## src/rtl/fir_pkg.sv

```systemverilog
// Shared definitions for the FIR multiply-accumulate sequencer: default
// widths, accumulator width derivation and the FSM state encoding.
package fir_pkg;

   localparam int DATA_W_DEFAULT = 16;
   localparam int TAPS_DEFAULT   = 10;

   typedef enum logic [1:0] {
      ST_IDLE = 2'd0,
      ST_MAC  = 2'd1,
      ST_HOLD = 2'd2
   } state_t;

   // Full product width plus enough guard bits that summing TAPS
   // maximum products can never overflow.
   function automatic int acc_width(input int data_w, input int taps);
      return 2 * data_w + $clog2(taps);
   endfunction

endpackage

```

## src/rtl/fir_coef_regfile.sv

```systemverilog
// Coefficient register file: one write port, every entry resets to 1,
// combinational read indexed by the current tap number.
module fir_coef_regfile
   import fir_pkg::*;
#(
   parameter int DATA_W = DATA_W_DEFAULT,
   parameter int TAPS   = TAPS_DEFAULT
) (
   input  logic              clk,
   input  logic              reset,
   input  logic              we,
   input  logic [3:0]        addr,
   input  logic [DATA_W-1:0] wdata,
   input  logic [3:0]        rd_addr,
   output logic [DATA_W-1:0] rd_data
);

   logic [DATA_W-1:0] coef_mem [TAPS];

   // Coefficient storage; writes to addresses beyond the tap count fall through
   always_ff @(posedge clk) begin
      if (reset) begin
         for (int i = 0; i < TAPS; i++) begin
            coef_mem[i] <= DATA_W'(1);
         end
      end else if (we) begin
         for (int i = 0; i < TAPS; i++) begin
            if (addr == 4'(i)) begin
               coef_mem[i] <= wdata;
            end
         end
      end
   end

   // Read by tap index; an out-of-range index reads as zero
   always_comb begin
      rd_data = '0;
      if ({1'b0, rd_addr} < 5'(TAPS)) begin
         rd_data = coef_mem[rd_addr];
      end
   end

endmodule

```

## src/rtl/fir_mac_sequencer.sv

```systemverilog
// Time-multiplexed FIR filter: one shared multiplier-accumulator walks all
// taps of a circular delay line, then holds the result on a valid/ready
// output. Optional output saturation is enabled by defining FIR_SAT_EN;
// without it the result wraps to the low DATA_W bits of the accumulator.
module fir_mac_sequencer
   import fir_pkg::*;
#(
   parameter int DATA_W = DATA_W_DEFAULT,
   parameter int TAPS   = TAPS_DEFAULT
) (
   input  logic              clk,
   input  logic              reset,
   input  logic              coef_we,
   input  logic [3:0]        coef_addr,
   input  logic [DATA_W-1:0] coef_wdata,
   input  logic              in_valid,
   output logic              in_ready,
   input  logic [DATA_W-1:0] in_data,
   output logic              out_valid,
   input  logic              out_ready,
   output logic [DATA_W-1:0] out_data,
   output logic              busy
);

   localparam int ACC_W  = acc_width(DATA_W, TAPS);
   localparam int PROD_W = 2 * DATA_W;
   localparam int PTR_W  = 4;
   localparam int CNT_W  = 5;
   localparam logic [PTR_W-1:0] LAST_PTR = PTR_W'(TAPS - 1);
   // The tap counter runs one past the last tap: products are registered,
   // so the final accumulate happens one cycle after the last multiply.
   localparam logic [CNT_W-1:0] TAP_END  = CNT_W'(TAPS);

   state_t              state_reg;
   logic [PTR_W-1:0]    wr_ptr_reg;
   logic [PTR_W-1:0]    rd_ptr_reg;
   logic [CNT_W-1:0]    tap_reg;
   logic [ACC_W-1:0]    acc_reg;
   logic [ACC_W-1:0]    acc_sum;
   logic [PROD_W-1:0]   prod_reg;
   logic [PROD_W-1:0]   prod_next;
   logic [DATA_W-1:0]   sample_mem [TAPS];
   logic [DATA_W-1:0]   sample_rd;
   logic [DATA_W-1:0]   coef_rd;
   logic [DATA_W-1:0]   result;
   logic                in_ready_reg;
   logic                out_valid_reg;
   logic                busy_reg;
   logic [DATA_W-1:0]   out_data_reg;
   logic                accept;
   logic                coef_wr_en;

   assign accept     = in_valid & in_ready_reg;
   // Coefficients only change while no computation is in flight
   assign coef_wr_en = coef_we & (state_reg == ST_IDLE);
   assign sample_rd  = sample_mem[rd_ptr_reg];
   assign prod_next  = PROD_W'(coef_rd) * PROD_W'(sample_rd);
   assign acc_sum    = acc_reg + ACC_W'(prod_reg);

   assign in_ready  = in_ready_reg;
   assign out_valid = out_valid_reg;
   assign out_data  = out_data_reg;
   assign busy      = busy_reg;

   fir_coef_regfile #(
      .DATA_W (DATA_W),
      .TAPS   (TAPS)
   ) u_coef (
      .clk     (clk),
      .reset   (reset),
      .we      (coef_wr_en),
      .addr    (coef_addr),
      .wdata   (coef_wdata),
      .rd_addr (tap_reg[PTR_W-1:0]),
      .rd_data (coef_rd)
   );

`ifdef FIR_SAT_EN
   // Clamp to all-ones when any accumulator bit above the output width is set
   assign result = (|acc_sum[ACC_W-1:DATA_W]) ? '1 : acc_sum[DATA_W-1:0];
`else
   assign result = acc_sum[DATA_W-1:0];
`endif

   // Delay line: each accepted sample overwrites the oldest slot
   always_ff @(posedge clk) begin
      if (reset) begin
         for (int i = 0; i < TAPS; i++) begin
            sample_mem[i] <= '0;
         end
      end else if (accept) begin
         sample_mem[wr_ptr_reg] <= in_data;
      end
   end

   // Sequencer FSM with datapath registers and registered handshake outputs
   always_ff @(posedge clk) begin
      if (reset) begin
         state_reg     <= ST_IDLE;
         wr_ptr_reg    <= '0;
         rd_ptr_reg    <= '0;
         tap_reg       <= '0;
         acc_reg       <= '0;
         prod_reg      <= '0;
         in_ready_reg  <= 1'b1;
         out_valid_reg <= 1'b0;
         out_data_reg  <= '0;
         busy_reg      <= 1'b0;
      end else begin
         case (state_reg)
            ST_IDLE: begin
               if (accept) begin
                  // Newest sample sits at the old write pointer; walk backwards from it
                  rd_ptr_reg   <= wr_ptr_reg;
                  wr_ptr_reg   <= (wr_ptr_reg == LAST_PTR) ? '0 : wr_ptr_reg + 1'b1;
                  acc_reg      <= '0;
                  prod_reg     <= '0;
                  tap_reg      <= '0;
                  in_ready_reg <= 1'b0;
                  busy_reg     <= 1'b1;
                  state_reg    <= ST_MAC;
               end
            end
            ST_MAC: begin
               if (tap_reg != TAP_END) begin
                  prod_reg   <= prod_next;
                  rd_ptr_reg <= (rd_ptr_reg == '0) ? LAST_PTR : rd_ptr_reg - 1'b1;
               end
               acc_reg <= acc_sum;
               tap_reg <= tap_reg + 1'b1;
               if (tap_reg == TAP_END) begin
                  out_data_reg  <= result;
                  out_valid_reg <= 1'b1;
                  state_reg     <= ST_HOLD;
               end
            end
            ST_HOLD: begin
               if (out_ready) begin
                  out_valid_reg <= 1'b0;
                  in_ready_reg  <= 1'b1;
                  busy_reg      <= 1'b0;
                  state_reg     <= ST_IDLE;
               end
            end
            default: begin
               state_reg     <= ST_IDLE;
               in_ready_reg  <= 1'b1;
               out_valid_reg <= 1'b0;
               busy_reg      <= 1'b0;
            end
         endcase
      end
   end

endmodule

```

## config.mk

```make
export PLATFORM = sky130hd
export DESIGN_NAME = fir_mac_sequencer
export DESIGN_NICKNAME = d
export VERILOG_FILES = /design/src/rtl/fir_pkg.sv /design/src/rtl/fir_coef_regfile.sv /design/src/rtl/fir_mac_sequencer.sv
export SDC_FILE = /design/constraint.sdc
export NUM_CORES = 1
export LEC_CHECK = 0
export CORE_MARGIN = 2
export CORE_UTILIZATION = 60
export DETAILED_ROUTE_END_ITERATION = 6
export MAX_ROUTING_LAYER = met4
export PLACE_DENSITY = 0.79
export SLEW_MARGIN = 10
export SYNTH_ARGS = -nofsm -noshare
export SYNTH_HDL_FRONTEND = slang
export SYNTH_HIERARCHICAL = 1
export SYNTH_SLANG_ARGS = --single-unit
```

## constraint.sdc

```tcl
create_clock -name clk -period 9.2 [get_ports clk]
set_input_delay 1.84 -clock clk [delete_from_list [all_inputs] [get_ports clk]]
set_output_delay 1.84 -clock clk [all_outputs]
set_load 0.05 [all_outputs]
```

==> reports/metrics.cfg, run 1 <==
[sta]
finalSetupTns_ps=0
rsz_0062_raised_after_global_routing=no
report.final.slew_viol_count=0
final-setup-viol-count=0
post-route-period-util_pct=80.6
period_needed_ps=7420
fmaxAchievable_ghz=0.135
report.final.hold_viol_count=0
worst_slew_margin_rel_pct=16.5
transition_time_of_the_tightest_slew_check_pin_ps=1250
worst_clock_skew_ps=22.8

[floorplan]
fp.dieW_microns=210
coreArea_sq_um=42000
io-pin-count=60
rows=75
floorplan.die_area_sq_um=44300
fp.dieH_microns=210
floorplan.initialDensity_pct=60.9

[global_routing]
grt_antenna_before_repair=1
grt_pass1_wl_mm=95.3
globalRouteOverflowTotal=0
grt_start_max_net_pins=85
globalRouteTotalUtil_pct=29.4
first_global_vias=16944

[power_and_ir_drop]
p_total_mw=6.57
power.static_leakage_nw=10.5
max-vdd-ir-drop_mv=0.169
power.density_nw_per_um2=232

[cts]
clock_tree.htree_level_count=2
cts_resized=0
cts_setup_buffers=0
postCtsHoldBufs=0
clkSlewWorstSetupHoldPaths_ps=60
tritoncts=done
number_of_buffers_inserted_during_clock_tree_synthesis=47
clock-root-buffer=sky130_fd_sc_hd__clkbuf_16
cts.sink_count=486
clkLatencyLatePin_ps=590
clk_path_buf_depth=3

[setup_path]
cp_cell_sequence=buf_4 > mux4_2 > mux4_2 > and2_1 > fa_1 > inv_1 > fa_1 > inv_1 > fa_1 > fa_1 > fa_1 > inv_1 > fa_1 > inv_1 > ha_1 > nand3_1 > a211oi_1 > nor3_1 > xnor2_1 > nand2_1 > a21oi_1
crit_path_max_cell_delay_ps=800
critical_path.endpoint_type=flip-flop
worst-setup-path-type=reg -> reg
crit_slowest_cell=sky130_fd_sc_hd__dfxtp_4
reg2reg_depth=21
critical_path_required_ps=9710
critical_path_peak_fanout=40
worstPathBufferInverterCount=5
path_delay_family=adder cells
start_kind=flip-flop
crit_arrival_ps=7930
worstSetupPathDepth=21
crit_top_cell=sky130_fd_sc_hd__fa_1

[logic_synthesis]
synthCells=2029
library_cells_used_by_synthesis=67
async_reset_ff_share_pct=0
yosysSeqAreaShare_pct=54.3
synthesized_net_count=2217
synth_top_area_cell=sky130_fd_sc_hd__edfxtp_1
synth.top_cell.area_share_pct=48.8
synth.top_cells.by_area=sky130_fd_sc_hd__edfxtp_1 (49%), sky130_fd_sc_hd__fa_1 (6.3%), sky130_fd_sc_hd__and2_1 (5.7%)
dominantRegCellSynth=sky130_fd_sc_hd__edfxtp_1
avgSynthCellArea_sq_um=12.6
postSynthRegisterBits=486
synth-edff-count=416
ys.warnings.count=6
mappedNetlistArea_sq_um=25600

[status]
outcome=finished, final reports clean

[route]
via_count=16404
wl_per_cell_microns=23.2
drt.antenna.violating_nets=0
drt_pass1_iterations=5
detail_route.wirelength_mm=61.7
avgViaCountPerCell=6.16
detail_route.drc_violations=0
drt-initial-drc-count=1641

[flow_run]
maxCapViolations=0

[cells_and_area]
syn2layout_area_growth_pct=10.5
largest_register_ff_count=256
layout.cells.most_common_list=sky130_fd_sc_hd__edfxtp_1 (416), sky130_fd_sc_hd__and2_1 (232), sky130_fd_sc_hd__nor2_1 (186)
num-fill-cells=2954
post_route_cells_drive_above_1_share_pct=13.3
largest-register=sample_mem
insertedDiodeCount=0
final_common_cell=sky130_fd_sc_hd__edfxtp_1
post_layout_nonfiller_instances=2663
layout.nets=2274
top_regs=sample_mem x256, u_coef/coef_mem x160

[place]
placement.io_buffers=59
routability_congestion_estimate_from_global_placement=0.876
placedCellCount=2576
hpwlAfterDp_mm=39.6

[hold_path]
holdPathStages=2
timing.hold.worst.class=reg -> reg

cells in the mapped netlist, types with 5 or more instances:
library cell,n
sky130_fd_sc_hd__nand3_1,37
sky130_fd_sc_hd__inv_1,157
sky130_fd_sc_hd__nor3_1,18
sky130_fd_sc_hd__a31oi_1,5
sky130_fd_sc_hd__a21o_1,6
sky130_fd_sc_hd__nand2b_1,23
sky130_fd_sc_hd__and2_1,232
sky130_fd_sc_hd__buf_6,8
sky130_fd_sc_hd__mux2i_1,21
sky130_fd_sc_hd__nand3b_1,6
sky130_fd_sc_hd__edfxtp_1,416
sky130_fd_sc_hd__dfxtp_1,70
sky130_fd_sc_hd__o21ai_0,27
sky130_fd_sc_hd__ha_1,66
sky130_fd_sc_hd__buf_4,5
sky130_fd_sc_hd__o31ai_1,20
sky130_fd_sc_hd__mux2_2,82
sky130_fd_sc_hd__xnor2_1,29
sky130_fd_sc_hd__clkbuf_1,60
sky130_fd_sc_hd__buf_2,15
sky130_fd_sc_hd__a211oi_1,7
sky130_fd_sc_hd__nand2_1,174
sky130_fd_sc_hd__mux4_1,21
sky130_fd_sc_hd__or3_1,12
sky130_fd_sc_hd__xor2_1,6
sky130_fd_sc_hd__nor2b_1,12
sky130_fd_sc_hd__nor2_1,189
sky130_fd_sc_hd__fa_1,81
sky130_fd_sc_hd__mux4_2,51
sky130_fd_sc_hd__a21oi_1,59
sky130_fd_sc_hd__o22ai_1,34
sky130_fd_sc_hd__o211ai_1,7
layer usage:
metal / vias up / part of all wire [%] / GRT usage [%]
li1: 7272 / - / -
met1: 8220 / 38 / 36.7
met2: 767 / 51 / 49.2
met3: 145 / 7.9 / 4.38
met4: 0 / 3.2 / 10.9
met5: - / 0 / -
worst reg2reg max path: cells and delay by family (launching register included):
family / cells / cell delay [ps]
adder cells (fa/ha/maj): 7 / 3400
multiplexers: 2 / 1180
flip-flops: 1 / 800
buffers and inverters: 5 / 720
AND/OR/NAND/NOR: 4 / 550
AO/OA/AOI/OAI: 2 / 480
XOR/XNOR: 1 / 180
per-stage QoR:
| step | setup slack [ps] | hold slack, ps | cell area (sq um) | utilization (%) |
|---|---|---|---|---|
| global route | 1450 | 479 | 28300 | 67.2 |
| CTS | 1780 | 458 | 28300 | 67.2 |
| finish | 1780 | 456 | 28300 | 67.2 |
| floorplan | 2790 | 436 | 25600 | - |
| global placement | 1990 | 443 | 26700 | 63.6 |
| detailed placement | 1790 | 449 | 26700 | 63.6 |
cells by family after synthesis:
family / share of synthesized area (%)
AND/OR/NAND/NOR: 14.3
flip-flops: 54.3
buffers and inverters: 4.29
AO/OA/AOI/OAI: 4.86
multiplexers: 11.1
adder cells (fa/ha/maj): 9.57
XOR/XNOR: 1.61
worst paths after layout:
check                           slack (ps)   startpoint      endpoint
worst min register to register         460  out_data[0]   out_data[0]
worst max-delay path                  1780    flip-flop  prod_reg[13]
worst max register to register        1780    flip-flop  prod_reg[13]
worst min-delay path                   460  out_data[0]   out_data[0]
where the power goes:
group	internal [mW]	switching (mW)	total, mW
registers	2.47	0.0591	2.53
clock network	1.09	0.830	1.92
logic	0.947	1.18	2.13
total	4.50	2.07	6.57
layout make-up:
| cell class | count | area [sq um] | share of cell area (%) |
|---|---|---|---|
| clock buffer | 55 | 1220 | 4.30 |
| clock inverter | 32 | 302 | 1.07 |
| inverter | 157 | 589 | 2.08 |
| multi-input combinational | 1288 | 10600 | 37.7 |
| sequential | 486 | 13900 | 49.2 |
| tap | 539 | 674 | 2.39 |
| timing repair buffer | 106 | 938 | 3.32 |
Note: power is estimated with default switching activity, not from simulation.
==> run 2, diff against run 1 <==
Clock period 9.2 ns to 7.8 ns, I/O delays scaled along.
==> run 2 against run 1 <==
First-iteration DRC count shrank 14%. Die area unchanged. Cell count is 0.71% higher. Flip-flop and latch count did not move. Hold slack worse by 2.4 ps. Power grew 19%. Count of clock-buffer cells in the layout rose by 3. Critical path depth did not move. Non-clock buffer count is 14 higher.
==> reports/metrics.cfg, run 2 (synthesis results as in run 1) <==
[cts]
tritoncts=done
clock-root-buffer=sky130_fd_sc_hd__clkbuf_16
clock_tree.htree_level_count=2
cts_resized=0
cts.sink_count=486
number_of_buffers_inserted_during_clock_tree_synthesis=49
clkSlewWorstSetupHoldPaths_ps=60
cts_setup_buffers=0
clkLatencyLatePin_ps=590
clk_path_buf_depth=3
postCtsHoldBufs=0

[route]
drt_pass1_iterations=5
detail_route.wirelength_mm=61.8
drt-initial-drc-count=1418
avgViaCountPerCell=6.11
via_count=16378
drt.antenna.violating_nets=0
detail_route.drc_violations=0
wl_per_cell_microns=23.0

[cells_and_area]
post_route_cells_drive_above_1_share_pct=13.6
largest_register_ff_count=256
syn2layout_area_growth_pct=11.0
final_common_cell=sky130_fd_sc_hd__edfxtp_1
multi_input_comb_area_sq_um=10600
layout.nets=2290
num-fill-cells=2890
largest-register=sample_mem
seqCellArea_sq_um=13900
final_core_utilization_pct=67.5
top_regs=sample_mem x256, u_coef/coef_mem x160
layout.cells.most_common_list=sky130_fd_sc_hd__edfxtp_1 (416), sky130_fd_sc_hd__and2_1 (232), sky130_fd_sc_hd__nor2_1 (187)

[floorplan]
coreArea_sq_um=42000
floorplan.die_area_sq_um=44300
rows=75
io-pin-count=60
fp.dieW_microns=210
fp.dieH_microns=210
floorplan.initialDensity_pct=60.9

[sta]
report.final.hold_viol_count=0
period_needed_ps=7100
final-setup-viol-count=0
finalSetupTns_ps=0
report.final.slew_viol_count=0
post-route-period-util_pct=91.0
worst_clock_skew_ps=12.9
rsz_0062_raised_after_global_routing=no
worst_slew_margin_rel_pct=15.7
fmaxAchievable_ghz=0.141
transition_time_of_the_tightest_slew_check_pin_ps=1260

[place]
routability_congestion_estimate_from_global_placement=0.854
placement.io_buffers=59
hpwlAfterDp_mm=40.1

[power_and_ir_drop]
power.static_leakage_nw=10.6
clock_power_share_pct=29.1
power.density_nw_per_um2=274
p_sw_share_pct=31.7
internal_power_mw=5.32
seqPwrFrac_pct=38.1
max-vdd-ir-drop_mv=0.227
p_switching_mw=2.47
power.combinational.fraction_pct=32.8

[setup_path]
critical_path_peak_fanout=42
start_kind=flip-flop
critical_path_required_ps=8310
crit_arrival_ps=7610
critical_path.endpoint_type=flip-flop
worst-setup-path-type=reg -> reg

[status]
outcome=finished, final reports clean

[global_routing]
globalRouteOverflowTotal=0
first_global_vias=16568
grt_antenna_before_repair=2
grt_pass1_wl_mm=94.9
grt_start_max_net_pins=62
globalRouteTotalUtil_pct=29.3

[hold_path]
timing.hold.worst.class=reg -> reg

[flow_run]
maxCapViolations=0

## run 2: cell types whose count changed in the layout (fill, tap and decap cells not counted)
cell | before | now
sky130_fd_sc_hd__buf_4 | 47 | 61
sky130_fd_sc_hd__bufinv_16 | 5 | 3
sky130_fd_sc_hd__clkbuf_1 | 7 | 8
sky130_fd_sc_hd__clkbuf_16 | 47 | 50
sky130_fd_sc_hd__clkbuf_8 | 1 | 0
sky130_fd_sc_hd__clkinv_1 | 10 | 15
sky130_fd_sc_hd__clkinv_8 | 0 | 1
sky130_fd_sc_hd__clkinvlp_2 | 3 | 0
sky130_fd_sc_hd__clkinvlp_4 | 1 | 0
sky130_fd_sc_hd__diode_2 | 0 | 2
sky130_fd_sc_hd__nor2_1 | 186 | 187
sky130_fd_sc_hd__nor2_2 | 3 | 2
## run 2: layer usage
layer | share of wire (%) | global-route usage, %
met2 | 50 | 48.0
met4 | 3.1 | 10.1
met3 | 8.2 | 4.84
met1 | 39 | 37.6
met5 | 0 | -
## run 2: final cells by class
type,count,share of cell area (%)
Antenna cell,2,0.0176
Clock buffer,58,4.51
Clock inverter,32,0.895
Inverter,157,2.08
Multi-Input combinational cell,1288,37.5
Sequential cell,486,49.0
Tap cell,539,2.38
Timing Repair Buffer,120,3.68
## run 2: final timing paths
kind | startpoint | endpoint | slack [ps] | cells past startpoint
worst max register to register | flip-flop | prod_reg[13] | 700 | 21
worst max-delay path | flip-flop | prod_reg[13] | 700 | 21
worst min-delay path | out_data[8] | out_data[8] | 450 | 2
worst min register to register | out_data[8] | out_data[8] | 450 | 2
## run 2: power by group through the flow
| stage | clock network [mW] | logic [mW] | registers [mW] |
|---|---|---|---|
| after detailed placement | 0 | 2.54 | 3.03 |
| after global routing | 2.38 | 2.89 | 2.98 |
| after CTS | 2.28 | 2.55 | 2.97 |
| after floorplan | 0 | 2.01 | 2.99 |
| final | 2.27 | 2.56 | 2.97 |
| after global placement | 0 | 2.45 | 3.02 |
## run 2: critical path: stages (launching register included)
cell and delay (ps):
sky130_fd_sc_hd__dfxtp_4 820, sky130_fd_sc_hd__buf_4 490, sky130_fd_sc_hd__mux4_2 390, sky130_fd_sc_hd__mux4_2 600
sky130_fd_sc_hd__and2_1 220, sky130_fd_sc_hd__fa_1 480, sky130_fd_sc_hd__inv_1 50, sky130_fd_sc_hd__fa_1 520
sky130_fd_sc_hd__inv_1 50, sky130_fd_sc_hd__fa_1 510, sky130_fd_sc_hd__fa_1 440, sky130_fd_sc_hd__fa_1 550
sky130_fd_sc_hd__inv_1 50, sky130_fd_sc_hd__fa_1 530, sky130_fd_sc_hd__inv_1 40, sky130_fd_sc_hd__ha_1 380
sky130_fd_sc_hd__nand3_1 90, sky130_fd_sc_hd__a211oi_1 290, sky130_fd_sc_hd__nor3_1 110, sky130_fd_sc_hd__xnor2_1 140
sky130_fd_sc_hd__nand2_1 70, sky130_fd_sc_hd__a21oi_1 160
## run 2: stage by stage
step | hold slack [ps] | area (sq um) | worst slack (ps) | power [mW] | cells
2_1_floorplan | 436 | 25600 | 1390 | 5.00 | 2029
3_3_place_gp | 443 | 26900 | 808 | 5.47 | 2590
3_5_place_dp | 449 | 26900 | 699 | 5.57 | 2590
4_1_cts | 457 | 28400 | 678 | 7.80 | 2680
5_1_grt | 473 | 28400 | 317 | 8.25 | 2682
6_report | 453 | 28400 | 703 | 7.79 | 2682
==> run 3, diff against run 2 <==
Settings changed: GPL_TIMING_DRIVEN set to 0.
==> run 3 against run 2 <==
Clock power hardly changed. Clock skew is 17 ps higher. Final area is 1.1% higher. Largest cell class unchanged. Critical endpoint is now prod_reg[15]. Worst setup slack worse by 410 ps. Register-to-register slack worse by 410 ps. Via count is 3.5% higher. Wire length is 3.0% higher. Flip-flop and latch count stayed put. Sequential power hardly changed.
==> reports/metrics.cfg, run 3 (synthesis results as in run 1) <==
[cells_and_area]
final_common_cell=sky130_fd_sc_hd__edfxtp_1
post_layout_nonfiller_instances=2732
syn2layout_area_growth_pct=12.2
insertedDiodeCount=0
num-fill-cells=2853
post_route_cells_drive_above_1_share_pct=13.3
largest-register=sample_mem
layout.cells.most_common_list=sky130_fd_sc_hd__edfxtp_1 (416), sky130_fd_sc_hd__and2_1 (232), sky130_fd_sc_hd__nor2_1 (184)
largest_register_ff_count=256
finish.instance_area_sq_um=28700
layout.nets=2341
top_regs=sample_mem x256, u_coef/coef_mem x160

[floorplan]
floorplan.die_area_sq_um=44300
fp.dieH_microns=210
floorplan.initialDensity_pct=60.9
fp.dieW_microns=210
io-pin-count=60
coreArea_sq_um=42000
rows=75

[power_and_ir_drop]
power.density_nw_per_um2=276
p_total_mw=7.93
max-vdd-ir-drop_mv=0.247
seqPwrFrac_pct=37.2
p_switching_mw=2.59
clock_power_share_pct=28.6
power.static_leakage_nw=10.7
power.combinational.fraction_pct=34.2
p_sw_share_pct=32.7
internal_power_mw=5.34

[sta]
worst_slew_margin_rel_pct=14.0
worst_clock_skew_ps=30.0
final-setup-viol-count=0
finalSetupTns_ps=0
fmaxAchievable_ghz=0.133
transition_time_of_the_tightest_slew_check_pin_ps=1290
report.final.hold_viol_count=0
rsz_0062_raised_after_global_routing=no
post-route-period-util_pct=96.2
report.final.slew_viol_count=0
period_needed_ps=7500
finalWorstSetupSlack_ps=298

[place]
placed_area_sq_um=27100
placement.io_buffers=59
routability_congestion_estimate_from_global_placement=0.872
place_worst_setup_slack_ps=-144
hpwlAfterDp_mm=43.9
placedCellCount=2639

[cts]
number_of_buffers_inserted_during_clock_tree_synthesis=50
cts.sink_count=486
clock-root-buffer=sky130_fd_sc_hd__clkbuf_16
clkSlewWorstSetupHoldPaths_ps=60
tritoncts=done
clk_path_buf_depth=3
clock_tree.htree_level_count=2
clkLatencyLatePin_ps=630
cts_setup_buffers=0

[route]
drt.antenna.violating_nets=0
wl_per_cell_microns=23.3
drt-initial-drc-count=1794
drt_pass1_iterations=5
detail_route.wirelength_mm=63.6
avgViaCountPerCell=6.21
via_count=16956
detail_route.drc_violations=0

[setup_path]
start_kind=flip-flop
critical_path_required_ps=8270
reg2reg_depth=25
critical_path.endpoint_type=flip-flop
critical_path_peak_fanout=10
worst-setup-path-type=reg -> reg
crit_arrival_ps=7970

[flow_run]
maxCapViolations=0

[global_routing]
grt_start_max_net_pins=17
grt_antenna_before_repair=0
grt_pass1_wl_mm=98.2
gr-usage-met3_pct=5.83
first_global_vias=17188
globalRouteOverflowTotal=0
gr-usage-met1_pct=39.1
gr-usage-met2_pct=48.3
grt.busiest_layer=met2
globalRouteTotalUtil_pct=30.4

[status]
outcome=finished, final reports clean

[hold_path]
holdPathStages=2
timing.hold.worst.class=reg -> reg

==> run 3: changes by cell type in the layout (fill, tap and decap cells not counted), sizes merged <==
| cell | delta |
|---|---|
| clkbuf | +70 |
| buf | -17 |
| clkinv | -3 |
| diode | -2 |
| bufinv | -1 |
| clkdlybuf4s50 | +1 |
| dlygate4sd1 | +1 |
| inv | +1 |
==> run 3: worst max-delay path, stage by stage, from the launching register on <==
cell	delay, ps
sky130_fd_sc_hd__dfxtp_1	350
sky130_fd_sc_hd__buf_2	190
sky130_fd_sc_hd__buf_4	320
sky130_fd_sc_hd__buf_6	260
sky130_fd_sc_hd__buf_6	250
sky130_fd_sc_hd__clkbuf_4	350
sky130_fd_sc_hd__mux4_2	440
sky130_fd_sc_hd__clkbuf_1	280
sky130_fd_sc_hd__and2_1	250
sky130_fd_sc_hd__fa_1	510
sky130_fd_sc_hd__inv_1	60
sky130_fd_sc_hd__fa_1	530
sky130_fd_sc_hd__inv_1	60
sky130_fd_sc_hd__fa_1	420
sky130_fd_sc_hd__fa_1	550
sky130_fd_sc_hd__inv_1	50
sky130_fd_sc_hd__fa_1	460
sky130_fd_sc_hd__fa_1	480
sky130_fd_sc_hd__xnor2_1	200
sky130_fd_sc_hd__xnor2_1	170
sky130_fd_sc_hd__xnor2_1	170
sky130_fd_sc_hd__xnor2_1	180
sky130_fd_sc_hd__xnor3_1	260
sky130_fd_sc_hd__xnor3_1	310
sky130_fd_sc_hd__xnor2_1	150
sky130_fd_sc_hd__o22ai_1	100
==> run 3: timing repair <==
| action | 4_1_cts | 5_1_grt |
|---|---|---|
| setup endpoints to repair | 3 | 5 |
| pin swaps | 0 | 0 |
| hold buffers | 0 | 0 |
| gates resized for setup | 3 | 21 |
==> run 3: final timing paths <==
check                       to       from  slack (ps)
hold / removal            busy       busy         450
setup / recovery  prod_reg[15]  flip-flop         300
hold reg to reg           busy       busy         450
setup reg to reg  prod_reg[15]  flip-flop         300
==> run 3: metal layers <==
layer / up-vias / part of all wire (%)
met3: 190 / 8.8
met5: - / 0
li1: 7406 / -
met2: 885 / 48
met4: 0 / 4.2
met1: 8475 / 39
==> run 3: area by class of cell <==
cell class	count	area [sq um]	share of cell area, %
Sequential cell	486	13900	48.4
Clock inverter	29	205	0.715
Inverter	157	589	2.05
Buffer	98	518	1.80
Multi-Input combinational cell	1288	10700	37.4
Tap cell	539	674	2.35
Clock buffer	63	1320	4.60
Timing Repair Buffer	72	772	2.69
==> run 3: power by group through the flow <==
stage                     Sequential, mW  Combinational [mW]  Clock (mW)
final                               2.95                2.71        2.27
after floorplan                     2.99                2.01           0
after global placement              3.00                2.61           0
after detailed placement            3.00                2.71           0
after CTS                           2.95                2.73        2.28
after global routing                2.95                3.05        2.38
==> run 3: metrics by stage <==
stage | hold slack (ps) | util [%]
final | 455 | 68.3
after detailed placement | 447 | 64.4
after CTS | 456 | 68.1
after global routing | 480 | 68.3
after global placement | 443 | 63.9
after floorplan | 436 | -
